[config.mk]
export PLATFORM = sky130hd
export DESIGN_NAME = shiftreg_univ
export DESIGN_NICKNAME = d
export VERILOG_FILES = /design/src/rtl/shiftreg_pkg.sv /design/src/rtl/shift_frame_cnt.sv /design/src/rtl/shiftreg_univ.sv
export SDC_FILE = /design/constraint.sdc
export NUM_CORES = 1
export LEC_CHECK = 0
export CAP_MARGIN = 20
export CELL_PAD_IN_SITES_DETAIL_PLACEMENT = 1
export CELL_PAD_IN_SITES_GLOBAL_PLACEMENT = 2
export CORE_ASPECT_RATIO = 0.6
export CORE_UTILIZATION = 24
export DETAILED_ROUTE_END_ITERATION = 10
export GPL_TIMING_DRIVEN = 0
export PLACE_DENSITY_LB_ADDON = 0.1
export RECOVER_POWER = 50
export SLEW_MARGIN = 20
export SYNTH_ARGS = -nofsm -noshare
export SYNTH_HDL_FRONTEND = slang
export SYNTH_SLANG_ARGS = --single-unit
[constraint.sdc]
create_clock -name clock -period 1.4 [get_ports clock]
set_input_delay 0.28 -clock clock [delete_from_list [all_inputs] [get_ports clock]]
set_output_delay 0.28 -clock clock [all_outputs]
set_load 0.02 [all_outputs]
[src/rtl/shiftreg_pkg.sv]
// Shared types for the universal shift register: operation encoding and
// the width helper for the frame counter.
package shiftreg_pkg;

  typedef enum logic [1:0] {
    MODE_HOLD = 2'b00,
    MODE_SHR  = 2'b01,
    MODE_SHL  = 2'b10,
    MODE_LOAD = 2'b11
  } mode_t;

  // Bits needed to hold a shift count of 0..width
  function automatic int cnt_width(input int width);
    return $clog2(width + 1);
  endfunction

endpackage

[src/rtl/shift_frame_cnt.sv]
// Frame counter: counts shift edges, wraps at WIDTH and emits a one-cycle
// registered frame_done pulse on the wrapping edge.
module shift_frame_cnt
  import shiftreg_pkg::*;
#(
  parameter int WIDTH = 8
) (
  input  logic                           clock,
  input  logic                           clear,
  input  logic                           load,
  input  logic                           shift,
  output logic [cnt_width(WIDTH)-1:0]    cnt,
  output logic                           frame_done
);

  localparam int CW = cnt_width(WIDTH);
  localparam logic [CW-1:0] LAST = CW'(WIDTH - 1);

  logic [CW-1:0] cnt_reg;
  logic [CW-1:0] cnt_next;
  logic          done_reg;
  logic          done_next;

  // done_next defaults low so the pulse drops on every edge, enabled or not
  always_comb begin
    cnt_next  = cnt_reg;
    done_next = 1'b0;
    if (load) begin
      cnt_next = '0;
    end else if (shift) begin
      if (cnt_reg == LAST) begin
        cnt_next  = '0;
        done_next = 1'b1;
      end else begin
        cnt_next = cnt_reg + CW'(1);
      end
    end
  end

  always_ff @(posedge clock or posedge clear) begin
    if (clear) begin
      cnt_reg  <= '0;
      done_reg <= 1'b0;
    end else begin
      cnt_reg  <= cnt_next;
      done_reg <= done_next;
    end
  end

  assign cnt        = cnt_reg;
  assign frame_done = done_reg;

endmodule

[src/rtl/shiftreg_univ.sv]
// Universal shift register with hold / shift right / shift left / load and
// a frame counter. Optional rotate input enabled by SHIFTREG_ROTATE_EN.
module shiftreg_univ
  import shiftreg_pkg::*;
#(
  parameter int WIDTH = 8
) (
  input  logic                           clock,
  input  logic                           clear,
  input  logic                           en,
  input  logic [1:0]                     mode,
  input  logic                           sin_r,
  input  logic                           sin_l,
  input  logic [WIDTH-1:0]               pdata,
`ifdef SHIFTREG_ROTATE_EN
  input  logic                           rot,
`endif
  output logic [WIDTH-1:0]               q,
  output logic                           sout_r,
  output logic                           sout_l,
  output logic [cnt_width(WIDTH)-1:0]    cnt,
  output logic                           frame_done
);

  mode_t            op;
  logic [WIDTH-1:0] q_reg;
  logic [WIDTH-1:0] q_next;
  logic [WIDTH-1:0] shr_val;
  logic [WIDTH-1:0] shl_val;
  logic             fill_r;
  logic             fill_l;
  logic             is_shift;
  logic             is_load;

  assign op = mode_t'(mode);

`ifdef SHIFTREG_ROTATE_EN
  // Rotation feeds the bit leaving one end back into the other end
  assign fill_r = rot ? q_reg[0]       : sin_r;
  assign fill_l = rot ? q_reg[WIDTH-1] : sin_l;
`else
  assign fill_r = sin_r;
  assign fill_l = sin_l;
`endif

  genvar gi;
  generate
    for (gi = 0; gi < WIDTH; gi++) begin : g_bit
      if (gi == WIDTH - 1) begin : g_top
        assign shr_val[gi] = fill_r;
      end else begin : g_mid_r
        assign shr_val[gi] = q_reg[gi+1];
      end
      if (gi == 0) begin : g_bot
        assign shl_val[gi] = fill_l;
      end else begin : g_mid_l
        assign shl_val[gi] = q_reg[gi-1];
      end
    end
  endgenerate

  always_comb begin
    q_next = q_reg;
    if (en) begin
      case (op)
        MODE_SHR:  q_next = shr_val;
        MODE_SHL:  q_next = shl_val;
        MODE_LOAD: q_next = pdata;
        default:   q_next = q_reg;
      endcase
    end
  end

  always_ff @(posedge clock or posedge clear) begin
    if (clear) begin
      q_reg <= '0;
    end else begin
      q_reg <= q_next;
    end
  end

  assign is_shift = en && ((op == MODE_SHR) || (op == MODE_SHL));
  assign is_load  = en && (op == MODE_LOAD);

  shift_frame_cnt #(
    .WIDTH (WIDTH)
  ) u_frame_cnt (
    .clock      (clock),
    .clear      (clear),
    .load       (is_load),
    .shift      (is_shift),
    .cnt        (cnt),
    .frame_done (frame_done)
  );

  assign q      = q_reg;
  assign sout_r = q_reg[0];
  assign sout_l = q_reg[WIDTH-1];

endmodule

==> qor.csv <==
stage;metric;value;unit
sta;post-layout min period;1.37;ns
placed_design;post-placement cell count;149;
worst_setup_path;r2r setup slk;0.18;ns
drt;Post-Route WL;2150;um
drt;number of DRC markers in iteration 0;31;
drt;WL/cell;13.8;um
sta;clock skew;0.00616;ns
min_path;worst hold path depth;3;
sta;fin worst setup slack;0.0326;ns
die;core area;2930;um^2
worst_setup_path;peak fanout along the critical path;4;
finish;Largest register FFs;8;
grt;vias in the first global route;700;
yosys;EDFF count, synth;0;
worst_setup_path;Startpoint Class;flip-flop;
placed_design;GPL Wtd Cong;0.745;
run_status;outcome;completed;
yosys;Synth Net Count;97;
drt;DRT antenna net count;0;
sta;relative slew slack;65.4;%
yosys;cell area after synthesis;756;um^2
clocking;Worst-path clk slew;0.05;ns
min_path;Hold Path Class;in2reg;
finish;Area Growth Syn to Fin;53.6;%
finish;nets@finish;134;
die;Die ar.;3380;um^2
drt;DR vias/cell;4.61;
placed_design;Post-DP HPWL;1640;um
yosys;Netlist cell types;24;
finish;layout cells sized above 1;17.5;%
job;Max-cap violations;0;
drt;routed vias;719;
clocking;CTS Buf Count;3;
sta;fmax;731;MHz
yosys;Ys Warns;0;
sta;RSZ-0062 raised after global routing;false;
finish;final non-filler cell total;156;
grt;first-pass GRT wire length;3460;um
placed_design;Setup WS pre-CTS;-0.488;ns
sta;Final Hold Fails;0;
yosys;Synth Flop Type;dfrtp_1;
finish;n_diodes;0;
clocking;clock sinks;13;
worst_setup_path;r2r worst-path depth;3;
yosys;Syn Area/Cell;9.69;um^2
clocking;CTS root buf;clkbuf_8;
yosys;Async SR Flop Fraction;100;%
grt;total gr overflow;0;
placed_design;port bufs;29;
sta;Slew @ Worst Pin;0.518;ns
yosys;sequential-to-total area share from yosys stat;43.0;%
die;row cnt;15;
die;Initial Utilization;25.8;%
sta;period utilization;97.7;%
finish;Final Util;39.7;%
worst_setup_path;crit path capture type;output pin;
grt;gr usage total;14.4;%
clocking;CTS tree;done;
die;die width;74.4;um
die;I/O Pins;30;
power_and_ir_drop;peak supply drop;328;uV
worst_setup_path;Critical Path RT;1.12;ns
clocking;Clock Latency Late Sink;0.25;ns
sta;final setup fails;0;
grt;antenna violations before repair;0;
worst_setup_path;CP Class;reg2out;
drt;Pre-antenna DRT Iters;4;
die;die height;45.5;um
clocking;htree depth;1;
power_and_ir_drop;PwrDens;1210;nW/um^2
clocking;clk buf depth;2;
drt;DRC Markers;0;
worst_setup_path;CP arrival;1.09;ns
yosys;Syn Inst Count;78;
sta;Final Max Slew Viols;0;
power_and_ir_drop;Leak;0.566;nW
grt;pin count of the biggest net entering global routing;14;
yosys;flops & latches, synth;13;
[cells in the mapped netlist, types with 2 or more instances]
cell	n	area (um^2)
a21oi_1	9	45.0
a22o_1	9	78.8
buf_4	2	15.0
buf_6	2	22.5
dfrtp_1	13	325
ha_1	4	50.1
inv_1	3	11.3
nand2_1	10	37.5
o21ai_0	3	15.0
o21ai_1	9	45.0
[layer usage]
metal  GRT usage, %  share of wire (%)  vias to the layer above
met1           20.9                 52                      347
met4           4.53               0.56                        0
met5              0                  0                        -
li1               -                  -                      350
met2           20.5                 43                       19
met3           3.98                4.7                        3
[cells by family after synthesis]
group	count (synthesis)	synth area share [%]
AOI/OAI and AO/OA	33	27.3
adders and majority gates	4	6.62
buffers and inverters	9	7.61
DFF	13	43.0
and+or+nand+nor	19	15.4
[repair_timing]
item / CTS / global route
hold buffers: 0 / 0
buffers inserted: 1 / 2
resized for setup: 21 / 3
pin swaps: 1 / 0
endpoints found under the setup margin: 28 / 5
[worst max-delay path, cell delays in order, from the launching register on]
cell and delay [ns]:
dfrtp_1 0.40, buf_4 0.14, dlygate4sd2_1 0.31
[where the power goes]
part / leakage, nW / switching, W / total [W] / internal, W
clock: 0.0228 / 0.000138 / 0.000339 / 0.000201
combinational: 0.374 / 0.000285 / 0.000530 / 0.000246
sequential: 0.169 / 0.0000850 / 0.000537 / 0.000452
[metrics by stage]
step	area, um^2	TNS (ns)	total power [W]	hold WS [ns]
detailed placement	1100	-5.29	0.00112	0.535
floorplan	756	0	0.000833	0.157
CTS	1140	0	0.00141	0.391
global placement	1100	-4.91	0.00111	0.530
finish	1160	0	0.00141	0.484
global route	1160	0	0.00150	0.507
[cells in the final DEF, fill, tap and decap left out, types with 2 or more instances in the layout]
| cell type | n |
|---|---|
| dlygate4sd2_1 | 17 |
| dfrtp_1 | 13 |
| nand2_1 | 10 |
| clkdlybuf4s50_1 | 10 |
| a22o_1 | 9 |
| a21oi_1 | 9 |
| o21ai_1 | 9 |
| buf_4 | 5 |
| inv_2 | 3 |
| o21ai_0 | 3 |
| clkbuf_8 | 3 |
| ha_1 | 2 |
[cell type report]
cell class | count | area, um^2
Timing Repair Buffer | 32 | 294
Fill cell | 354 | 1770
Tap cell | 42 | 52.6
Multi-Input combinational cell | 56 | 393
Sequential cell | 13 | 325
Clock buffer | 4 | 45.0
Buffer | 5 | 36.3
Inverter | 4 | 15.0
[worst paths after layout]
| check | end | startpoint |
|---|---|---|
| setup / recovery | q[0] | q[0] |
| hold / removal | u_frame_cnt.frame_done | en |
| setup reg to reg | u_frame_cnt.cnt[3] | u_frame_cnt.cnt[0] |
| hold reg to reg | u_frame_cnt.frame_done | u_frame_cnt.cnt[3] |
| max in group asynchronous | u_frame_cnt.cnt[3] | clear |
| min in group asynchronous | u_frame_cnt.cnt[2] | clear |
(Power assumes the default switching activity.)
